### src/rtl/ioc_cmd_master.sv
// ioc_cmd_master
//
// Initiator side of the IOC register bus. Decodes two-byte transactions
// arriving from the SPI byte deserializer into module selects, an IOC
// address and fetch/load strobes. For reads it captures the addressed
// module's returned byte and hands it back to the SPI shifter.
//
// Ports:
//   i_sys_clk       system clock
//   i_rst_b         asynchronous active-low reset
//   i_frame_active  SPI frame active, synchronized to i_sys_clk
//   i_rx_byte       received SPI byte
//   i_rx_valid      one-cycle strobe qualifying i_rx_byte
//   o_tx_byte       read data for the SPI shifter
//   o_tx_valid      one-cycle strobe, o_tx_byte updated
//   o_ioc           IOC address to modules
//   o_data_out      write data to modules
//   o_cs            one-hot module select
//   o_fetch_cmd     read strobe
//   o_load_cmd      write strobe
//   i_data_in       module read-back buses, module k at [8k+7:8k]
//   o_busy          high whenever the FSM is not idle
//   o_overrun       sticky, byte arrived during a strobe sequence

module ioc_cmd_master #(
    parameter int          NUM_MODULES  = 4,
    parameter logic [7:0]  INVALID_READ = 8'hFF
) (
    input  logic                       i_sys_clk,
    input  logic                       i_rst_b,
    input  logic                       i_frame_active,
    input  logic [7:0]                 i_rx_byte,
    input  logic                       i_rx_valid,
    output logic [7:0]                 o_tx_byte,
    output logic                       o_tx_valid,
    output logic [4:0]                 o_ioc,
    output logic [7:0]                 o_data_out,
    output logic [NUM_MODULES-1:0]     o_cs,
    output logic                       o_fetch_cmd,
    output logic                       o_load_cmd,
    input  logic [8*NUM_MODULES-1:0]   i_data_in,
    output logic                       o_busy,
    output logic                       o_overrun
);

    typedef enum logic [2:0] {
        S_IDLE,
        S_RD_STROBE,
        S_RD_CAPTURE,
        S_RD_RETURN,
        S_WAIT_DUMMY,
        S_WAIT_WDATA,
        S_WR_STROBE
    } state_t;

    state_t     state;
    logic [1:0] mod_idx;
    logic       dummy_seen;
    logic       frame_d;
    logic [7:0] rd_byte;
    logic       rx_take;

    // Module indices beyond NUM_MODULES decode to no select at all, which
    // is how strobes to absent modules are suppressed.
    function automatic logic [NUM_MODULES-1:0] decode_cs(input logic [1:0] m);
        logic [NUM_MODULES-1:0] cs;
        cs = '0;
        for (int k = 0; k < NUM_MODULES; k++) begin
            if (m == 2'(k)) begin
                cs[k] = 1'b1;
            end
        end
        return cs;
    endfunction

    function automatic logic mod_present(input logic [1:0] m);
        return int'(m) < NUM_MODULES;
    endfunction

    // Bytes are only meaningful inside an active frame.
    assign rx_take = i_rx_valid && i_frame_active;

    // Read-back mux; absent modules return the INVALID_READ pattern.
    always_comb begin
        rd_byte = INVALID_READ;
        for (int k = 0; k < NUM_MODULES; k++) begin
            if (mod_idx == 2'(k)) begin
                rd_byte = i_data_in[8*k +: 8];
            end
        end
    end

    // Transaction FSM. Every output is registered and is assigned on the
    // same edge that enters the state it belongs to, so the strobes line up
    // with the state rather than trailing it by a cycle. Strobes default to
    // low each cycle so they can only ever last one cycle. A dropped frame
    // forces idle and kills any strobe that would otherwise be issued.
    always_ff @(posedge i_sys_clk or negedge i_rst_b) begin
        if (!i_rst_b) begin
            state       <= S_IDLE;
            mod_idx     <= 2'd0;
            dummy_seen  <= 1'b0;
            frame_d     <= 1'b0;
            o_tx_byte   <= 8'h00;
            o_tx_valid  <= 1'b0;
            o_ioc       <= 5'd0;
            o_data_out  <= 8'h00;
            o_cs        <= '0;
            o_fetch_cmd <= 1'b0;
            o_load_cmd  <= 1'b0;
            o_busy      <= 1'b0;
            o_overrun   <= 1'b0;
        end else begin
            frame_d     <= i_frame_active;
            o_tx_valid  <= 1'b0;
            o_cs        <= '0;
            o_fetch_cmd <= 1'b0;
            o_load_cmd  <= 1'b0;

            if (i_frame_active && !frame_d) begin
                o_overrun <= 1'b0;
            end

            if (!i_frame_active) begin
                state      <= S_IDLE;
                o_busy     <= 1'b0;
                dummy_seen <= 1'b0;
            end else begin
                case (state)
                    S_IDLE: begin
                        if (rx_take) begin
                            mod_idx    <= i_rx_byte[6:5];
                            o_ioc      <= i_rx_byte[4:0];
                            dummy_seen <= 1'b0;
                            o_busy     <= 1'b1;
                            if (i_rx_byte[7]) begin
                                state <= S_WAIT_WDATA;
                            end else begin
                                state       <= S_RD_STROBE;
                                o_cs        <= decode_cs(i_rx_byte[6:5]);
                                o_fetch_cmd <= mod_present(i_rx_byte[6:5]);
                            end
                        end
                    end

                    S_RD_STROBE: begin
                        if (rx_take) begin
                            o_overrun  <= 1'b1;
                            dummy_seen <= 1'b1;
                        end
                        state <= S_RD_CAPTURE;
                    end

                    // The module latched its data on the previous edge, so
                    // the read-back bus is stable here.
                    S_RD_CAPTURE: begin
                        if (rx_take) begin
                            o_overrun  <= 1'b1;
                            dummy_seen <= 1'b1;
                        end
                        o_tx_byte  <= rd_byte;
                        o_tx_valid <= 1'b1;
                        state      <= S_RD_RETURN;
                    end

                    // A byte that arrived during the read sequence already
                    // served as the dummy, so skip waiting for another.
                    S_RD_RETURN: begin
                        if (rx_take) begin
                            o_overrun <= 1'b1;
                        end
                        if (rx_take || dummy_seen) begin
                            state  <= S_IDLE;
                            o_busy <= 1'b0;
                        end else begin
                            state <= S_WAIT_DUMMY;
                        end
                    end

                    S_WAIT_DUMMY: begin
                        if (rx_take) begin
                            state  <= S_IDLE;
                            o_busy <= 1'b0;
                        end
                    end

                    S_WAIT_WDATA: begin
                        if (rx_take) begin
                            o_data_out <= i_rx_byte;
                            o_cs       <= decode_cs(mod_idx);
                            o_load_cmd <= mod_present(mod_idx);
                            state      <= S_WR_STROBE;
                        end
                    end

                    S_WR_STROBE: begin
                        if (rx_take) begin
                            o_overrun <= 1'b1;
                        end
                        state  <= S_IDLE;
                        o_busy <= 1'b0;
                    end

                    default: begin
                        state  <= S_IDLE;
                        o_busy <= 1'b0;
                    end
                endcase
            end
        end
    end

endmodule

### config.mk
export PLATFORM = sky130hd
export DESIGN_NAME = ioc_cmd_master
export DESIGN_NICKNAME = d
export VERILOG_FILES = /design/src/rtl/ioc_cmd_master.sv
export SDC_FILE = /design/constraint.sdc
export NUM_CORES = 1
export LEC_CHECK = 0
export ABC_AREA = 1
export BUFFER_PORTS_ARGS = -buffer_cell sky130_fd_sc_hd__buf_2
export CAP_MARGIN = 10
export CORE_UTILIZATION = 51
export DETAILED_ROUTE_END_ITERATION = 8
export PLACE_DENSITY = 0.94
export SLEW_MARGIN = 20
export SYNTH_ARGS = -nofsm -noshare
export SYNTH_HDL_FRONTEND = slang
export SYNTH_SLANG_ARGS = --single-unit
### constraint.sdc
create_clock -name i_sys_clk -period 3.5 [get_ports i_sys_clk]
set_input_delay 0.525 -clock i_sys_clk [delete_from_list [all_inputs] [get_ports i_sys_clk]]
set_output_delay 0.525 -clock i_sys_clk [all_outputs]
set_load 0.02 [all_outputs]
==> metrics <==
GR Util met3=0.0630; Syn Std Cell Area=0.00180 mm^2; Peak Freq=616 MHz; clock root buffer master=clkbuf_4; Pre-antenna DRT Iters=4; Ys Warns=0; Crit path top cell by count=inv_1; total grt overflow=0; Leak=1.28 nW; GR peak layer=met2; Post-DP HPWL=3.09 mm; Ant. Diodes=0; Setup crit end kind=flop; period utilization=0.464; Mapped Cells=223; Vias=1700; area of the multi-input gates=738 um^2; VDD IR-drop max=0.361 mV; setup repair bufs after CTS=0; Slew @ Worst Pin=0.797 ns; most area-hungry cell type in the Yosys netlist=dfrtp_1; Die W=61.4 um; Critical Path Fanout Max=15; largest net degree at the start of global routing=38; relative slew slack=0.469; row cnt=21; first-pass GRT wire length=6.22 mm; Post-Syn Nets=267; DRT iter0 DRCs=98; core area=0.00336 mm^2; Largest stage delay, worst path=0.47 ns; DRC=0; die area=0.00377 mm^2; unique cell type count in the Yosys netlist=20; final setup vio count=0; Pins Over Slew Limit=0; Reg2Reg Depth=5; ANT nets after route=0; wirelength, routed=4.14 mm; RSZ-0062 raised after global routing=no; Cell Chain, Critical Path=inv_1, nand4_1, inv_1, nand2_1, o21ai_0; Fin. Hold Viols=0; top cell type's share of synthesized area=0.514; Final Skew=0.00920 ns; PD cells=649 mW/mm^2; Via-to-Cell Ratio=4.93; fin util=0.664; critical path required time=3.76 ns; I/O Pins=74; Critical Path Source=state[2]$_DFFE_PN0P_; Starting Density=0.536; sequential area share after synthesis=0.514; post-cts sizing count=0; met1 Usage GRT=0.294; leading cell types in the layout, fill and taps excluded=73 x buf_2, 64 x nand2_1, 37 x dfrtp_1; leading post-synthesis cells by cell area=dfrtp_1 51%, nand2_1 13%, o21ai_2 7.3%; Synth Register Bits=37; Synth Area per Inst=8.08 um^2; vias in the first global route=1439; Area Growth Syn to Fin=24.0%; FF+latch area=926 um^2; kind of critical path=flop to flop; Clock Sink Count=37; TNS Setup=0 ns; gr usage total=0.233; max-cap check violation count=0; WHS=0.265 ns; setup slack, reg-to-reg=1.88 ns; Startpoint Class=flop; crit path DAT=1.88 ns; critical path's slowest cell=nand4_1; min cycle time layout=1.62 ns; Reg-to-Reg Start=state[2]$_DFFE_PN0P_; global-route met2 utilization=0.379; Hold-fix buffers, CTS=0; commonest non-fill, non-tap cell in the layout=buf_2; reg-to-reg endpoint=o_tx_byte[6]$_DFFE_PN0P_; worst skew pair latency=0.34 ns; CP endpoint=o_tx_byte[6]$_DFFE_PN0P_; WL/cell=12.0 um; Final nets=342; Port Buf Inserts=73; fillers=312; status=finished, final reports clean; CTS tree=yes; Die Ht=61.4 um; Hold Crit Class=primary input to async pin; layout cells sized above 1=0.348; initial antenna violation count=0; routability cong.=0.911; htree depth=2; maximum buffer depth of the clock tree=2; CTS buffer count=5; CTS clk-pin slew, worst paths=0.10 ns
-- flip-flops by register name, indices dropped and copies added (netlist names) --
register and cells:
dummy_seen 1, frame_d 1, mod_idx 2, o_busy 1, o_cs 4, o_data_out 8
o_fetch_cmd 1, o_ioc 5, o_load_cmd 1, o_overrun 1, o_tx_byte 8, o_tx_valid 1
state 3
-- cells by family (layout without fill, tap and decap cells) --
logic type      count (synthesis)  count (layout)  synth area share
simple gates                  115             115             0.263
compound gates                 40              40             0.147
buf+inv                        31             107            0.0764
flops                          37              37             0.514
-- metrics by stage --
stage	area, um^2	setup slack (ns)	total power, mW	cells
2_1_floorplan	1800	2.27	1.04	223
3_3_place_gp	2180	1.86	1.23	337
3_5_place_dp	2180	1.78	1.25	337
4_1_cts	2230	1.88	1.46	345
5_1_grt	2230	1.75	1.56	345
6_report	2230	1.88	1.45	345
-- how the worst min path moves through the flow --
stage / startpoint / endpoint / slack, ns / depth (start not counted)
6_report: i_rst_b / o_tx_byte[5]$_DFFE_PN0P_ / 0.27 / 1
5_1_grt: i_rst_b / state[0]$_DFFE_PN0P_ / 0.32 / 1
4_1_cts: i_rst_b / o_tx_valid$_DFF_PN0_ / 0.27 / 1
3_5_place_dp: o_data_out[6]$_DFFE_PN0P_ / o_data_out[6]$_DFFE_PN0P_ / 0.47 / 2
3_3_place_gp: o_busy$_DFFE_PN0P_ / o_busy$_DFFE_PN0P_ / 0.45 / 2
2_1_floorplan: i_rst_b / dummy_seen$_DFFE_PN0P_ / 0.23 / 0
-- per-layer routing --
| layer | vias to the layer above | share of wire |
|---|---|---|
| met4 | 0 | 0.017 |
| met5 | - | 0 |
| met1 | 768 | 0.43 |
| li1 | 848 | - |
| met2 | 74 | 0.47 |
| met3 | 10 | 0.078 |
-- cell type report --
class / instances / share of cell area
timing repair buffer: 73 / 0.164
sequential: 37 / 0.415
tap: 46 / 0.0258
clock buffer: 8 / 0.0218
multi-input combinational: 155 / 0.331
inverter: 26 / 0.0437
-- critical path, delay by kind of cell (launching register included) --
family	cells	cell delay (ns)
flops	1	0.44
buf+inv	2	0.41
simple gates	2	0.55
compound gates	1	0.16
-- cell usage after synthesis --
| cell type | count |
|---|---|
| buf_2 | 2 |
| buf_6 | 2 |
| nand2_1 | 64 |
| dfrtp_1 | 37 |
| a21boi_0 | 2 |
| o21ai_1 | 1 |
| nand3_1 | 12 |
| or2_2 | 1 |
| nor2_2 | 2 |
| nor2_4 | 1 |
| o21ai_2 | 15 |
| o211ai_1 | 1 |
| nand2_2 | 3 |
| nand4_1 | 2 |
| inv_2 | 4 |
| nor2_1 | 30 |
| buf_4 | 1 |
| a21oi_1 | 4 |
| inv_1 | 22 |
| o21ai_0 | 17 |
-- where the power goes --
part / leakage (nW) / switching [mW] / internal, mW
Sequential: 0.476 / 0.0947 / 0.550
Clock: 0.0265 / 0.129 / 0.0801
Combinational: 0.777 / 0.387 / 0.209
Total: 1.28 / 0.611 / 0.839
No activity file was read; power rests on OpenSTA's default activity.
